**src/rtl/fpq_pkg.sv**
```systemverilog
// Shared definitions for the FPQ tone transmitter.
// Holds the band encoding, the FSM state type, the default half-period
// base/step values and the common counter width. No ports.
package fpq_pkg;

  localparam int CNT_W = 12;

  localparam int H_BASE_DEF = 600;
  localparam int H_STEP_DEF = 20;
  localparam int L_BASE_DEF = 3000;
  localparam int L_STEP_DEF = 100;

  typedef enum logic [1:0] {
    BAND_NONE = 2'b00,
    BAND_H    = 2'b01,
    BAND_L    = 2'b10,
    BAND_ILL  = 2'b11
  } band_e;

  typedef enum logic [1:0] {
    ST_IDLE = 2'b00,
    ST_TONE = 2'b01,
    ST_GAP  = 2'b10
  } state_e;

  function automatic logic band_legal(input logic [1:0] band);
    return (band == BAND_H) || (band == BAND_L);
  endfunction

endpackage

```
**src/rtl/fpq_tone_tx_if.sv**
```systemverilog
// Request/status bundle of the FPQ tone transmitter.
//   start, active_i, channel_i, abort : requester -> transmitter
//   tone_out, busy, active_o, channel_o, done, err : transmitter -> requester
// master = requester side, slave = transmitter side.
interface fpq_tone_tx_if;
  logic       start;
  logic [1:0] active_i;
  logic [3:0] channel_i;
  logic       abort;
  logic       tone_out;
  logic       busy;
  logic [1:0] active_o;
  logic [3:0] channel_o;
  logic       done;
  logic       err;

  modport master (
    output start, active_i, channel_i, abort,
    input  tone_out, busy, active_o, channel_o, done, err
  );

  modport slave (
    input  start, active_i, channel_i, abort,
    output tone_out, busy, active_o, channel_o, done, err
  );
endinterface

```
**src/rtl/fpq_half_period_lut.sv**
```systemverilog
// Band/channel to half-period lookup (purely combinational).
//   band        in  2       band code (NONE/H/L/illegal)
//   channel     in  4       channel index 0..15
//   half_period out CNT_W   half-period in clocks; 0 for NONE/illegal
// Arithmetic wraps at CNT_W bits, unsigned.
module fpq_half_period_lut
  import fpq_pkg::*;
#(
  parameter int H_BASE = H_BASE_DEF,
  parameter int H_STEP = H_STEP_DEF,
  parameter int L_BASE = L_BASE_DEF,
  parameter int L_STEP = L_STEP_DEF
) (
  input  logic [1:0]       band,
  input  logic [3:0]       channel,
  output logic [CNT_W-1:0] half_period
);

  logic [CNT_W-1:0] ch_ext;
  assign ch_ext = CNT_W'(channel);

  always_comb begin
    half_period = '0;
    case (band)
      BAND_H:  half_period = CNT_W'(H_BASE) - CNT_W'(H_STEP) * ch_ext;
      BAND_L:  half_period = CNT_W'(L_BASE) - CNT_W'(L_STEP) * ch_ext;
      default: half_period = '0;
    endcase
  end

endmodule

```
**src/rtl/fpq_tone_tx.sv**
```systemverilog
// FPQ tone burst transmitter.
//   clk_12MHz in  sole clock, rising edge
//   rst       in  asynchronous active-high reset
//   bus       slave modport of fpq_tone_tx_if (start/abort/band/channel in;
//             tone_out/busy/active_o/channel_o/done/err out)
// A legal start emits N_CYC square-wave periods (high half first) at the
// band/channel half-period, then GAP_CLKS silent clocks, then pulses done.
//
// state   | meaning
// IDLE    | waiting for start; outputs cleared
// TONE    | emitting square wave, half-period counter running
// GAP     | silent guard interval before done
module fpq_tone_tx
  import fpq_pkg::*;
#(
  parameter int N_CYC    = 16,
  parameter int GAP_CLKS = 1200,
  parameter int H_BASE   = H_BASE_DEF,
  parameter int H_STEP   = H_STEP_DEF,
  parameter int L_BASE   = L_BASE_DEF,
  parameter int L_STEP   = L_STEP_DEF
) (
  input  logic        clk_12MHz,
  input  logic        rst,
  fpq_tone_tx_if.slave bus
);

  // Period counter holds completed periods 0..N_CYC-1; the last one goes
  // straight to GAP instead of being stored.
  localparam int PER_W = (N_CYC > 1) ? $clog2(N_CYC) : 1;
  // Gap counter runs GAP_CLKS-1 down to 0.
  localparam int GAP_W = (GAP_CLKS > 1) ? $clog2(GAP_CLKS) : 1;

  state_e           state_q, state_d;
  logic [CNT_W-1:0] cnt_q, cnt_d;
  logic [CNT_W-1:0] hp_q, hp_d;
  logic [PER_W-1:0] per_q, per_d;
  logic [GAP_W-1:0] gap_q, gap_d;
  logic             tone_q, tone_d;
  logic             done_q, done_d;
  logic             err_q, err_d;
  logic [1:0]       band_q, band_d;
  logic [3:0]       chan_q, chan_d;
  logic [CNT_W-1:0] hp_lut;
  logic             to_idle;

  fpq_half_period_lut #(
    .H_BASE (H_BASE),
    .H_STEP (H_STEP),
    .L_BASE (L_BASE),
    .L_STEP (L_STEP)
  ) u_lut (
    .band        (bus.active_i),
    .channel     (bus.channel_i),
    .half_period (hp_lut)
  );

  always_ff @(posedge clk_12MHz or posedge rst) begin
    if (rst) begin
      state_q <= ST_IDLE;
      cnt_q   <= '0;
      hp_q    <= '0;
      per_q   <= '0;
      gap_q   <= '0;
      tone_q  <= 1'b0;
      done_q  <= 1'b0;
      err_q   <= 1'b0;
      band_q  <= '0;
      chan_q  <= '0;
    end else begin
      state_q <= state_d;
      cnt_q   <= cnt_d;
      hp_q    <= hp_d;
      per_q   <= per_d;
      gap_q   <= gap_d;
      tone_q  <= tone_d;
      done_q  <= done_d;
      err_q   <= err_d;
      band_q  <= band_d;
      chan_q  <= chan_d;
    end
  end

  always_comb begin
    state_d = state_q;
    cnt_d   = cnt_q;
    hp_d    = hp_q;
    per_d   = per_q;
    gap_d   = gap_q;
    tone_d  = tone_q;
    band_d  = band_q;
    chan_d  = chan_q;
    done_d  = 1'b0;
    err_d   = 1'b0;
    to_idle = 1'b0;

    case (state_q)
      ST_IDLE: begin
        // abort in IDLE swallows a coincident start, including its err
        if (bus.start && !bus.abort) begin
          if (band_legal(bus.active_i)) begin
            state_d = ST_TONE;
            hp_d    = hp_lut;
            cnt_d   = hp_lut - CNT_W'(1);
            per_d   = '0;
            tone_d  = 1'b1;
            band_d  = bus.active_i;
            chan_d  = bus.channel_i;
          end else begin
            err_d = 1'b1;
          end
        end
      end

      ST_TONE: begin
        if (bus.abort) begin
          to_idle = 1'b1;
        end else if (cnt_q != '0) begin
          cnt_d = cnt_q - CNT_W'(1);
        end else if (tone_q) begin
          tone_d = 1'b0;
          cnt_d  = hp_q - CNT_W'(1);
        end else if (per_q == PER_W'(N_CYC - 1)) begin
          // low half of the final period expired: line stays low
          state_d = ST_GAP;
          gap_d   = GAP_W'(GAP_CLKS - 1);
          per_d   = '0;
          cnt_d   = '0;
        end else begin
          per_d  = per_q + PER_W'(1);
          tone_d = 1'b1;
          cnt_d  = hp_q - CNT_W'(1);
        end
      end

      ST_GAP: begin
        if (bus.abort) begin
          to_idle = 1'b1;
        end else if (gap_q == '0) begin
          to_idle = 1'b1;
          done_d  = 1'b1;
        end else begin
          gap_d = gap_q - GAP_W'(1);
        end
      end

      default: to_idle = 1'b1;
    endcase

    if (to_idle) begin
      state_d = ST_IDLE;
      cnt_d   = '0;
      per_d   = '0;
      gap_d   = '0;
      tone_d  = 1'b0;
      band_d  = '0;
      chan_d  = '0;
    end
  end

  assign bus.tone_out  = tone_q;
  assign bus.busy      = (state_q != ST_IDLE);
  assign bus.active_o  = band_q;
  assign bus.channel_o = chan_q;
  assign bus.done      = done_q;
  assign bus.err       = err_q;

endmodule

```
**src/flat_wrapper.sv**
```systemverilog
// flat-port wrapper written by rule: the top's interface ports become plain ports
module fpq_tone_tx_flat import fpq_pkg::*;
#(
  parameter int N_CYC    = 16,
  parameter int GAP_CLKS = 1200,
  parameter int H_BASE   = H_BASE_DEF,
  parameter int H_STEP   = H_STEP_DEF,
  parameter int L_BASE   = L_BASE_DEF,
  parameter int L_STEP   = L_STEP_DEF
)
  (clk_12MHz, rst, bus_start, bus_active_i, bus_channel_i, bus_abort, bus_tone_out, bus_busy, bus_active_o, bus_channel_o, bus_done, bus_err);
  fpq_tone_tx_if bus_i ();
  input  logic clk_12MHz;
  input  logic rst;
  input wire logic [$bits(bus_i.start)-1:0] bus_start;
  input wire logic [$bits(bus_i.active_i)-1:0] bus_active_i;
  input wire logic [$bits(bus_i.channel_i)-1:0] bus_channel_i;
  input wire logic [$bits(bus_i.abort)-1:0] bus_abort;
  output wire logic [$bits(bus_i.tone_out)-1:0] bus_tone_out;
  output wire logic [$bits(bus_i.busy)-1:0] bus_busy;
  output wire logic [$bits(bus_i.active_o)-1:0] bus_active_o;
  output wire logic [$bits(bus_i.channel_o)-1:0] bus_channel_o;
  output wire logic [$bits(bus_i.done)-1:0] bus_done;
  output wire logic [$bits(bus_i.err)-1:0] bus_err;
  assign bus_i.start = bus_start;
  assign bus_i.active_i = bus_active_i;
  assign bus_i.channel_i = bus_channel_i;
  assign bus_i.abort = bus_abort;
  assign bus_tone_out = bus_i.tone_out;
  assign bus_busy = bus_i.busy;
  assign bus_active_o = bus_i.active_o;
  assign bus_channel_o = bus_i.channel_o;
  assign bus_done = bus_i.done;
  assign bus_err = bus_i.err;
  fpq_tone_tx #(.N_CYC(N_CYC), .GAP_CLKS(GAP_CLKS), .H_BASE(H_BASE), .H_STEP(H_STEP), .L_BASE(L_BASE), .L_STEP(L_STEP)) u_core (.clk_12MHz(clk_12MHz), .rst(rst), .bus(bus_i));
endmodule
```
**config.mk**
```make
export PLATFORM = sky130hd
export DESIGN_NAME = fpq_tone_tx_flat
export DESIGN_NICKNAME = d
export VERILOG_FILES = /design/src/rtl/fpq_pkg.sv /design/src/rtl/fpq_tone_tx_if.sv /design/src/rtl/fpq_half_period_lut.sv /design/src/rtl/fpq_tone_tx.sv /design/src/flat_wrapper.sv
export SDC_FILE = /design/constraint.sdc
export NUM_CORES = 1
export LEC_CHECK = 0
export CAP_MARGIN = 10
export CORE_MARGIN = 3
export CORE_UTILIZATION = 65
export DETAILED_ROUTE_END_ITERATION = 8
export GPL_ROUTABILITY_DRIVEN = 0
export GPL_TIMING_DRIVEN = 0
export HOLD_SLACK_MARGIN = 0.02
export PLACE_DENSITY_LB_ADDON = 0.12
export SLEW_MARGIN = 20
export SYNTH_ARGS = -nofsm -noshare
export SYNTH_HDL_FRONTEND = slang
export SYNTH_HIERARCHICAL = 1
export SYNTH_SLANG_ARGS = --single-unit
```
**constraint.sdc**
```tcl
create_clock -name clk_12MHz -period 5.3 [get_ports clk_12MHz]
set_input_delay 0.53 -clock clk_12MHz [delete_from_list [all_inputs] [get_ports clk_12MHz]]
set_output_delay 0.53 -clock clk_12MHz [all_outputs]
set_load 0.03 [all_outputs]
```
Yosys cells after proc, flatten, opt, wreduce, memory -nomap -nowiden
Cells that the tools add are included.
- register bits: 50
- $add $sub $neg: 7
- $mul: 2
- equality and inequality tests: 13
- multiplexer cells: 58
- reductions and logical operators: 19
- operator list (kind ; number):
    two-way mux 12 bit ; 7
    two-way mux 11 bit ; 7
    case mux 12 bit (2 select lines) ; 2
    two-way mux 4 bit ; 11
    subtractor 12 x 1 -> 12 bit, second input constant ; 3
    two-way mux 2 bit ; 11
    case mux 11 bit (2 select lines) ; 1
    two-way mux 1 bit ; 15
    AND reduction 7 bit ; 2
    != test 3 x 2 -> 1 bit, second input constant ; 4
    nonzero test 12 bit ; 1
    subtractor 10 x 12 -> 12 bit, first input constant ; 1
    subtractor 12 x 11 -> 12 bit, first input constant ; 1
    logical NOT 11 bit ; 1
    subtractor 11 x 1 -> 11 bit, second input constant ; 1
    multiplier 5 x 4 -> 9 bit, first input constant ; 1
    != test 3 x 1 -> 1 bit, second input constant ; 3
    case mux 4 bit (2 select lines) ; 1
    nonzero test 2 bit ; 4
    multiplier 3 x 4 -> 7 bit, first input constant ; 1
    AND reduction 3 bit ; 2
    AND reduction 6 bit ; 1
    nonzero test 3 bit ; 2
    AND reduction 5 bit ; 1
    other kinds (13) ; 15

Depth between registers and ports, before layout
Gate-level depths: netlist (run 1).
- depth after elaboration: 8
- depth in mapped cells: 15
- gate-level depth less buffers: 15

Cells and area by module
The synthesis (run 1) kept the hierarchy.
- by module, submodules not included (module ; instances ; cells an instance ; area each (sq um) ; sequential area each (sq um)):
    fpq_tone_tx ; 1 ; 376 ; 3256.9 ; 1251.2
    fpq_half_period_lut ; 1 ; 86 ; 676.9 ; 0.0

Least setup slack after synthesis (run 1)
No wires, ideal clock.
- path kind: input to register
- from: input bus_channel_i[1]
- to: register u_core.cnt_q[9]
- data arrival time: 2909 ps
- slack: 2269 ps
- stages: 13
- path buffers: 0
- cells stage by stage: ha_1 ha_1 inv_1 fa_1 nor2_2 mux2_1 a21oi_1 o2bb2ai_1 nor2_1 nand3_1 xor2_1 nand2_1 a32o_1
- word-level cells in the longest chain between the ends: 8
- elaborated cells on any way between the ends: 10
- classes of those cells: 3 x add/sub; 2 x mul; 5 x mux
- ends and longest elaborated chain (element ; RTL line ; RTL):
    start, declared ; flat_wrapper.sv:17 ; input wire logic [$bits(bus_i.channel_i)-1:0] bus_channel_i;
    multiplier 5 x 4 -> 9 bit or multiplier 3 x 4 -> 7 bit (tied branches) ; fpq_half_period_lut.sv:26, fpq_half_period_lut.sv:25 ;
    subtractor 12 x 11 -> 12 bit or subtractor 10 x 12 -> 12 bit (tied branches) ; fpq_half_period_lut.sv:26, fpq_half_period_lut.sv:25 ;
    case mux 12 bit (2 select lines) (*) ; fpq_half_period_lut.sv:24 ; case (band)
    net u_core.hp_lut[8] ; fpq_tone_tx.sv:44 ; logic [CNT_W-1:0] hp_lut;
    subtractor 12 x 1 -> 12 bit (*) ; fpq_tone_tx.sv:104 ; cnt_d = hp_lut - CNT_W'(1);
    two-way mux 12 bit (*) ; fpq_tone_tx.sv:101 ; if (band_legal(bus.active_i)) begin
    two-way mux 12 bit (*) ; fpq_tone_tx.sv:100 ; if (bus.start && !bus.abort) begin
    case mux 12 bit (2 select lines) (*) ; fpq_tone_tx.sv:97 ; case (state_q)
    two-way mux 12 bit (*) ; fpq_tone_tx.sv:150 ; if (to_idle) begin
    end signal, assigned ; fpq_tone_tx.sv:72 ; cnt_q <= cnt_d;
    end, declared ; fpq_tone_tx.sv:35 ; logic [CNT_W-1:0] cnt_q, cnt_d;
The timed path passes the listed nets; every way through them passes the cells marked *. The select of a mux whose other input is x is not followed.
A chain may end at the register's enable or synchronous reset.

Worst setup path in the final report (run 1)
- from: input bus_channel_i[2]
- to: register u_core.cnt_q[10]
Same word-level chain as after synthesis.

==> metrics.yaml, run 1 <==
floorplanning:
  coreArea_sq_um: 5680
  initial_utilization_pct: 69.3
  num_io_pins: 20
  die_height_microns: 83.8
  die_area_sq_um: 7020
  fp-row-count: 27
  die_w_microns: 83.8
global_route:
  grtUsageMet2_pct: 45.0
  overflow: 0
  globalRoute.busiestLayer: "met2"
  grt_use_met1_pct: 38.5
  grt_pass1_wl_mm: 16.5
  antenna_found_initial: 0
  grt_start_max_net_pins: 35
  grt.total_usage_pct: 28.1
  use_met3_pct: 6.22
  grt_pass1_vias: 3487
clocking:
  cts_post_setup_buffers_inserted: 0
  root_buffer: "clkbuf_8"
  clk_latency_ns: 0.30
  hold_buffers: 0
  htreeDepth: 2
  clkTransAtPathRegs_ns: 0.10
  clock_path_buffers: 2
  cts_buffers: 5
  cts_tree: "built"
  ctsResizeCount: 0
  clock_sinks: 50
logic_synthesis:
  synth_edf_count: 0
  synthTopCellsByCount: "70 x nand2_1, 50 x dfrtp_1, 28 x nor2_1"
  synth_area_leaders: "dfrtp_1 32%, ha_1 7.0%, nand2_1 6.7%"
  yosysTopAreaCell: "dfrtp_1"
  async_flop_share_pct: 100
  synth_top_area_share_pct: 31.8
  syn_area_per_cell_sq_um: 8.51
  synth.distinct_cells: 73
  yosysWarnings: 6
  synth_ff_type: "dfrtp_1"
  yosysSeqAreaShare_pct: 31.8
  syn-cell-area_sq_um: 3930
  synthCells: 462
  ys_ff_latch: 50
  synthMostInstantiatedCell: "nand2_1"
critical_path:
  start_kind: "input port"
  arrival_ns: 3.91
  timing_worst_setup_path_type: "input port to flip-flop"
  cp.required_ns: 5.47
  cp-end-kind: "flip-flop"
  worstPathMaxFanout: 9
sta:
  skew_ns: 0.0131
  slew_viol_final: 0
  rsz0062_at_grt: "false"
  timing.fmax_ghz: 0.267
  min_period_ns: 3.74
  fin_crit_sh_pct: 70.6
  slew_headroom_pct: 48.7
  finalSetupTns_ns: 0
  setup_viol: 0
  fin_ws_ns: 1.56
  worst_pin_slew_ns: 0.762
  hold_violations: 0
placed_design:
  port-buffer-count: 18
  dp_hpwl_mm: 6.94
  dp_cells: 554
  pre_cts_ws_ns: 1.30
drt:
  vias: 3541
  drt-total-wl_mm: 9.27
  dr.pass1.iters: 5
  drc_errors: 0
  via_per_inst: 6.30
  routedWlPerCell_microns: 16.5
  antenna_left: 0
  drt_iter0_drc: 236
power:
  peakVddDrop_uv: 368
  leakagePower_nw: 1.90
  powerDensity_nw_per_um2: 507
worst_hold_path:
  worstHoldPathType: "input port to flip-flop"
layout:
  drive_gt1_share_pct: 10.0
  finalNonFillerCells: 562
  diodes: 0
  nets: 523
  area_growth_syn_to_layout_pct: 10.4
  fillers: 428
status:
  status: "completed"
job:
  drv_cap: 0
[through the flow]
| stage | instance area, sq um | hold WS (ns) | util, % | total power [mW] |
|---|---|---|---|---|
| floorplan | 3940 | 0.459 | - | 1.59 |
| global placement | 4210 | 0.481 | 74.1 | 1.86 |
| detailed placement | 4230 | 0.486 | 74.5 | 1.90 |
| CTS | 4340 | 0.427 | 76.5 | 2.18 |
| global route | 4340 | 0.421 | 76.5 | 2.38 |
| finish | 4340 | 0.443 | 76.5 | 2.20 |
[critical path: stages]
cell	delay, ns
clkdlybuf4s50_1	0.68
inv_1	0.17
ha_1	0.31
inv_1	0.04
ha_1	0.19
ha_1	0.32
and2b_1	0.19
a32oi_2	0.23
nor3_1	0.12
nor2_1	0.13
o22ai_1	0.13
nor3_1	0.28
nand4b_1	0.16
xnor2_1	0.21
a22oi_1	0.15
o21ai_1	0.08
[flip-flops by register name, summed over array words and instances, names as in the netlist]
signal,count
u_core/bus.err,1
u_core/state_q,2
u_core/bus.active_o,2
u_core/per_q,4
u_core/bus.channel_o,4
u_core/bus.tone_out,1
u_core/gap_q,11
u_core/cnt_q,12
u_core/bus.done,1
u_core/hp_q,12
[cell usage in the layout, fill, tap and decap left out, types with 5 or more instances in the layout]
master	instances
a21oi_1	23
nand2b_1	12
nand3_1	9
o21ai_0	13
dfrtp_1	50
xor2_1	14
clkbuf_1	9
o22ai_1	5
nor3_1	16
clkbuf_8	5
xnor2_1	19
nand2_1	70
inv_1	22
nor4_1	7
o31ai_1	5
clkdlybuf4s50_1	18
a22oi_1	9
buf_2	6
ha_1	22
nor2_1	28
or4_1	8
a31oi_1	12
o21ai_1	13
[routing by layer]
metal,wire [microns],share of wire [%]
met1,4230,46
met2,4340,47
met3,572,6.2
met4,119,1.3
met5,0,0
[worst paths after layout]
| path | from | endpoint | slack, ns | depth (start not counted) |
|---|---|---|---|---|
| setup / recovery | bus_channel_i[2] | u_core/cnt_q[10] | 1.56 | 16 |
| hold reg to reg | u_core/hp_q[11] | u_core/hp_q[11] | 0.51 | 2 |
| hold / removal | bus_abort | u_core/bus.done | 0.44 | 2 |
| setup reg to reg | u_core/cnt_q[0] | u_core/gap_q[1] | 2.86 | 7 |
| max in group asynchronous | rst | u_core/cnt_q[10] | 4.26 | 3 |
| min in group asynchronous | rst | u_core/bus.active_o[0] | 0.51 | 2 |
[cell type report]
| cell class | count | area, sq um | area share (%) |
|---|---|---|---|
| Sequential cell | 50 | 1250 | 28.8 |
| Buffer | 22 | 125 | 2.88 |
| Tap cell | 72 | 90.1 | 2.07 |
| Inverter | 23 | 86.3 | 1.99 |
| Timing Repair Buffer | 19 | 200 | 4.61 |
| Clock inverter | 3 | 47.5 | 1.09 |
| Clock buffer | 5 | 68.8 | 1.58 |
| Multi-Input combinational cell | 368 | 2470 | 57.0 |
[kinds of logic after synthesis]
kind of cell    synth area share [%]
compound gates                  20.2
xor+xnor                        7.76
fa+ha+maj                       8.02
buf+inv                         5.37
flops                           31.8
mux                             1.08
other cells                   0.0953
simple gates                    25.6
[power by group]
group / leakage [nW] / switching, mW / internal, mW
clock: 0.0587 / 0.136 / 0.143
sequential: 0.657 / 0.158 / 0.512
combinational: 1.18 / 0.734 / 0.519
Power figures use the tool's default switching activity.
==> run 2: changes to the inputs <==
- CORE_UTILIZATION: 65 -> 61
- clock period: 5.3 -> 3.9 ns (I/O delays scaled with it)
==> run 2 against run 1 <==
  * Cell count grew 0.36%
  * Die area is 6.1% higher
  * Clock skew is 0.0076 ns lower
  * Hold slack got worse by 0.15 ns
  * Clock power grew 34%
  * Setup slack got worse by 1.2 ns
  * Via count shrank 0.85%
  * Utilization down 5.2 points
  * Design area is 0.17% higher
  * Sequential share of layout area hardly changed
  * Total power increased by 35%
  * First-iteration DRC count is 9.7% lower
==> metrics.yaml, run 2 (synthesis results as in run 1) <==
sta:
  finalSetupTns_ns: 0  # unchanged
  fin_hold_ws_ns: 0.289  # -0.154 ns
  slew_viol_final: 0  # unchanged
  rsz0062_at_grt: "false"
  min_period_ns: 3.57
  setup_viol: 0  # unchanged
  fin_crit_sh_pct: 91.5
  hold_violations: 0  # unchanged
  slew_headroom_pct: 51.7  # +2.9 points
  skew_ns: 0.00545  # -0.00762 ns
  timing.fmax_ghz: 0.280
  worst_pin_slew_ns: 0.724  # -0.0385 ns
clocking:
  clk_latency_ns: 0.29  # about the same
  root_buffer: "clkbuf_8"
  clock_path_buffers: 2  # unchanged
  htreeDepth: 2  # unchanged
  cts_post_setup_buffers_inserted: 0  # unchanged
  cts_buffers: 5  # unchanged
  ctsResizeCount: 0  # unchanged
  cts_tree: "built"
  hold_buffers: 0  # unchanged
  clkTransAtPathRegs_ns: 0.09  # about the same
  clock_sinks: 50  # unchanged
drt:
  drt_iter0_drc: 213  # -9.7%
  drc_errors: 0  # unchanged
  vias: 3511  # -0.85%
  dr.pass1.iters: 5  # unchanged
  via_per_inst: 6.23  # -1.2%
  antenna_left: 0  # unchanged
  drt-total-wl_mm: 9.20  # -0.66%
  routedWlPerCell_microns: 16.3  # -1.0%
layout:
  reg_top3: "u_core/cnt_q (12), u_core/hp_q (12), u_core/gap_q (11)"
  multi_input_area_sq_um: 2470  # unchanged
  mostFrequentLayoutCell: "nand2_1"
  layout_common_cells: "70 x nand2_1, 50 x dfrtp_1, 28 x nor2_1"
  seq_area_sq_um: 1250  # unchanged
  fillers: 490  # +14%
  finalNonFillerCells: 564  # +0.36%
  drive_gt1_share_pct: 9.82  # -0.18 points
  nets: 523  # unchanged
  area_growth_syn_to_layout_pct: 10.6
  diodes: 0  # unchanged
  post-route-util_pct: 71.4  # -5.2 points
global_route:
  antenna_found_initial: 0  # unchanged
  grt_start_max_net_pins: 33  # -5.7%
  overflow: 0  # unchanged
  grt.total_usage_pct: 26.3  # -1.7 points
  grt_pass1_vias: 3495  # +0.23%
  grt_pass1_wl_mm: 16.1  # -2.5%
power:
  comb_power_share_pct: 56.9  # about the same
  peakVddDrop_uv: 472  # +28%
  pwr-share-seq_pct: 30.5  # about the same
  swShare_pct: 46.1  # -0.59 points
  p_int_mw: 1.61  # +37%
  leakagePower_nw: 1.90  # about the same
  powerDensity_nw_per_um2: 686  # +35%
  p_switching_mw: 1.38  # +34%
  clkPwrFrac_pct: 12.6  # about the same
status:
  status: "completed"
floorplanning:
  fp-row-count: 28  # +3.7%
  initial_utilization_pct: 64.5  # -4.8 points
  die_w_microns: 86.3  # +3.0%
  coreArea_sq_um: 6100  # +7.4%
  die_height_microns: 86.3  # +3.0%
  die_area_sq_um: 7450  # +6.1%
  num_io_pins: 20  # unchanged
placed_design:
  dp_hpwl_mm: 7.03  # +1.3%
  dp_cells: 557  # +0.54%
  port-buffer-count: 18  # unchanged
worst_hold_path:
  hold_path_depth: 2  # unchanged
  worstHoldPathType: "input port to flip-flop"
critical_path:
  cp.required_ns: 4.09  # -1.38 ns
  arrival_ns: 3.76  # -0.15 ns
  start_kind: "input port"
  rr_worst_depth: 7  # unchanged
  timing_worst_setup_path_type: "input port to flip-flop"
  worstPathMaxFanout: 9  # unchanged
  cp-end-kind: "flip-flop"
job:
  drv_cap: 0  # unchanged
## run 2: changes by cell type in the layout (fill, tap and decap cells not counted), sizes merged
cell / delta
clkinv: -1
clkbuf: +1
inv: -1
## run 2: cell type report
cell class,count,area share [%]
Buffer,22,2.88
Clock buffer,6,1.90
Clock inverter,1,0.690
Inverter,23,1.98
Multi-Input combinational cell,368,56.9
Sequential cell,50,28.8
Tap cell,75,2.16
Timing Repair Buffer,19,4.77
## run 2: critical path, cell delays in order
cell	delay [ns]
clkdlybuf4s50_1	0.64
inv_1	0.16
ha_1	0.30
inv_1	0.04
ha_1	0.18
ha_1	0.32
and2b_1	0.19
a32oi_2	0.22
nor3_1	0.12
nor2_1	0.13
o22ai_1	0.14
nor3_1	0.30
nand4b_1	0.16
xnor2_1	0.17
o21ai_0	0.21
o21ai_1	0.08
## run 2: metal layers
| layer | GRT usage [%] | routed length [microns] | part of all wire, % | up-vias |
|---|---|---|---|---|
| met5 | 0 | 0 | 0 | - |
| met4 | 6.23 | 63 | 0.68 | 0 |
| met3 | 4.28 | 420 | 4.6 | 10 |
| met2 | 42.7 | 4400 | 48 | 91 |
| met1 | 37.2 | 4320 | 47 | 1689 |
| li1 | - | - | - | 1721 |
## run 2: power by group through the flow
stage / clock [mW] / sequential (mW) / combinational, mW
2_1_floorplan: 0 / 0.914 / 1.25
5_1_grt: 0.401 / 0.940 / 1.90
6_report: 0.375 / 0.911 / 1.70
3_5_place_dp: 0 / 0.915 / 1.67
4_1_cts: 0.382 / 0.905 / 1.69
3_3_place_gp: 0 / 0.902 / 1.63
## run 2: stage by stage
step                cell area, sq um  setup WS, ns  power [mW]
floorplan                       3940          1.01        2.17
global placement                4210        0.0892        2.53
detailed placement              4240     0.0000262        2.59
CTS                             4350         0.320        2.97
global route                    4350        0.0313        3.24
finish                          4350         0.333        2.98
## run 2: worst paths after layout
path,endpoint,slack (ns),startpoint
worst max-delay path,u_core/cnt_q[11],0.33,bus_channel_i[2]
worst min-delay path,u_core/bus.done,0.29,bus_abort
worst max register to register,u_core/gap_q[1],1.55,u_core/cnt_q[0]
worst min register to register,u_core/hp_q[11],0.52,u_core/hp_q[11]
max in group asynchronous,u_core/hp_q[9],2.82,rst
min in group asynchronous,u_core/gap_q[0],0.54,rst
==> run 3: changes to the inputs <==
- CTS_CLUSTER_DIAMETER: not set -> 40
- SETUP_SLACK_MARGIN: not set -> 0.15
==> run 3 against run 2 <==
  * Non-clock buffer count unchanged
  * Register-to-register slack about the same
  * Combinational power hardly changed
  * Setup slack lost 0.013 ns
  * Sequential share of layout area hardly changed
  * Flip-flop and latch count unchanged
  * Utilization rose by 0.12 points
  * Hold slack better by 0.0022 ns
  * Cell count is the same
  * Global-route usage did not move
  * First-iteration DRC count increased by 11%
  * Die area did not move
  * Critical path type unchanged
  * Largest cell class unchanged
==> metrics.yaml, run 3 (synthesis results as in run 1) <==
status:
  status: "completed"
layout:
  nets: 523  # unchanged
  fillers: 493  # +0.61%
  drive_gt1_share_pct: 10.0  # +0.20 points
  mostFrequentLayoutCell: "nand2_1"
  area_growth_syn_to_layout_pct: 10.8
  reg_top3: "u_core/cnt_q (12), u_core/hp_q (12), u_core/gap_q (11)"
  diodes: 0  # unchanged
  layout_common_cells: "70 x nand2_1, 50 x dfrtp_1, 28 x nor2_1"
sta:
  finalSetupTns_ns: 0  # unchanged
  min_period_ns: 3.58  # +0.0128 ns
  worst_pin_slew_ns: 0.723  # -0.000879 ns
  setup_viol: 0  # unchanged
  timing.fmax_ghz: 0.279  # -0.36%
  slew_viol_final: 0  # unchanged
  slew_headroom_pct: 51.7  # +0.059 points
  fin_crit_sh_pct: 91.8  # +0.33 points
  skew_ns: 0.00750  # +0.00205 ns
  hold_violations: 0  # unchanged
  rsz0062_at_grt: "false"
drt:
  drt_iter0_drc: 237  # +11%
  antenna_left: 0  # unchanged
  vias: 3537  # +0.74%
  drt-total-wl_mm: 9.29  # +0.96%
  top_layer_used: "met4"
  drc_errors: 0  # unchanged
  routedWlPerCell_microns: 16.5  # +0.96%
  dr.pass1.iters: 5  # unchanged
  via_per_inst: 6.27  # +0.74%
  met2_length_mm: 4.44  # +0.93%
  wl_met3_microns: 436  # +3.8%
  wirelength_met1_mm: 4.32  # about the same
clocking:
  clkTransAtPathRegs_ns: 0.09  # about the same
  cts_post_setup_buffers_inserted: 0  # unchanged
  cts_tree: "built"
  hold_buffers: 0  # unchanged
  cts_buffers: 5  # unchanged
  htreeDepth: 2  # unchanged
  clock_path_buffers: 2  # unchanged
  clock_sinks: 50  # unchanged
  ctsResizeCount: 0  # unchanged
  clk_latency_ns: 0.30  # about the same
  root_buffer: "clkbuf_8"
placed_design:
  port-buffer-count: 18  # unchanged
  dp_hpwl_mm: 7.03  # unchanged
floorplanning:
  num_io_pins: 20  # unchanged
  coreArea_sq_um: 6100  # unchanged
  initial_utilization_pct: 64.5  # unchanged
  die_area_sq_um: 7450  # unchanged
  die_w_microns: 86.3  # unchanged
  die_height_microns: 86.3  # unchanged
  fp-row-count: 28  # unchanged
global_route:
  grt_start_max_net_pins: 33  # unchanged
  grt_pass1_wl_mm: 16.1  # unchanged
  grt_pass1_vias: 3495  # unchanged
  antenna_found_initial: 0  # unchanged
  overflow: 0  # unchanged
  grt.total_usage_pct: 26.3  # unchanged
critical_path:
  worst_r2r_endpoint: "u_core/gap_q[1]"
  timing_worst_setup_path_type: "input port to flip-flop"
  start_kind: "input port"
  worst-r2r-setup-slack_ns: 1.54  # about the same
  cp.required_ns: 4.09  # about the same
  rr_worst_depth: 7  # unchanged
  worstSetupEndpoint: "u_core/cnt_q[9]"
  arrival_ns: 3.77  # about the same
  worstReg2RegStart: "u_core/cnt_q[0]"
  worstPathMaxFanout: 9  # unchanged
  startpoint: "bus_channel_i[3]"
  cp-end-kind: "flip-flop"
power:
  p_switching_mw: 1.38  # +0.15%
  total_power_mw: 2.99  # about the same
  swShare_pct: 46.1  # about the same
  leakagePower_nw: 1.91  # +0.55%
  peakVddDrop_uv: 472  # about the same
  powerDensity_nw_per_um2: 685  # about the same
  p_int_mw: 1.61  # about the same
  clkPwrFrac_pct: 12.6  # about the same
  comb_power_share_pct: 56.9  # about the same
  pwr-share-seq_pct: 30.5  # about the same
worst_hold_path:
  worstHoldPathType: "input port to flip-flop"
  min_from: "bus_abort"
job:
  drv_cap: 0  # unchanged
==> run 3: cell count changes in the layout (fill, tap and decap cells not counted) <==
cell	change
clkdlybuf4s50_1	-1
dlymetal6s2s_1	+1
nor3_1	-1
nor3_2	+1
==> run 3: how the worst min path moves through the flow <==
stage	endpoint	slack, ns	cells after the start
after detailed placement	u_core/hp_q[11]	0.50	2
final	u_core/bus.done	0.29	2
after floorplan	u_core/hp_q[11]	0.46	2
after CTS	u_core/bus.done	0.28	2
after global routing	u_core/bus.done	0.28	2
after global placement	u_core/hp_q[11]	0.48	2
==> run 3: through the flow <==
| step | setup slack [ns] | instances | utilization, % | area [sq um] | hold WS (ns) |
|---|---|---|---|---|---|
| after global placement | 0.0892 | 556 | 69.1 | 4210 | 0.479 |
| after CTS | 0.320 | 564 | 71.4 | 4350 | 0.281 |
| after floorplan | 1.01 | 463 | - | 3940 | 0.459 |
| after detailed placement | 0.0000262 | 557 | 69.5 | 4240 | 0.499 |
| final | 0.320 | 564 | 71.5 | 4360 | 0.291 |
| after global routing | 0.160 | 564 | 71.5 | 4360 | 0.285 |
==> run 3: cell type report <==
cell class	instances	area [sq um]	area share, %
plain buffers	22	125	2.87
clock buffers	6	82.6	1.89
clock inverters	1	30.0	0.689
inverters	23	86.3	1.98
multi-input cells	368	2480	56.9
flip-flops and latches	50	1250	28.7
well taps	75	93.8	2.15
repair buffers	19	210	4.82
==> run 3: power groups by stage <==
stage	Clock [mW]	Sequential [mW]	Combinational, mW
floorplan	0	0.914	1.25
global placement	0	0.902	1.63
detailed placement	0	0.915	1.67
CTS	0.382	0.905	1.69
global route	0.401	0.940	1.90
finish	0.375	0.911	1.70
==> run 3: worst max-delay path, stage by stage <==
cell and delay, ns:
clkdlybuf4s50_1 0.67, ha_1 0.31, ha_1 0.22, inv_1 0.07, fa_1 0.46, nor2_2 0.15, mux2_1 0.34, a21oi_1 0.17
o2bb2ai_1 0.27, nor2_1 0.09, nand3_1 0.11, xor2_1 0.18, nand2_1 0.07, a32o_1 0.26
==> run 3: routing by layer <==
metal / up-vias / global-route usage (%)
li1: 1724 / -
met1: 1693 / 37.2
met2: 106 / 42.7
met3: 14 / 4.28
met4: 0 / 6.23
met5: - / 0
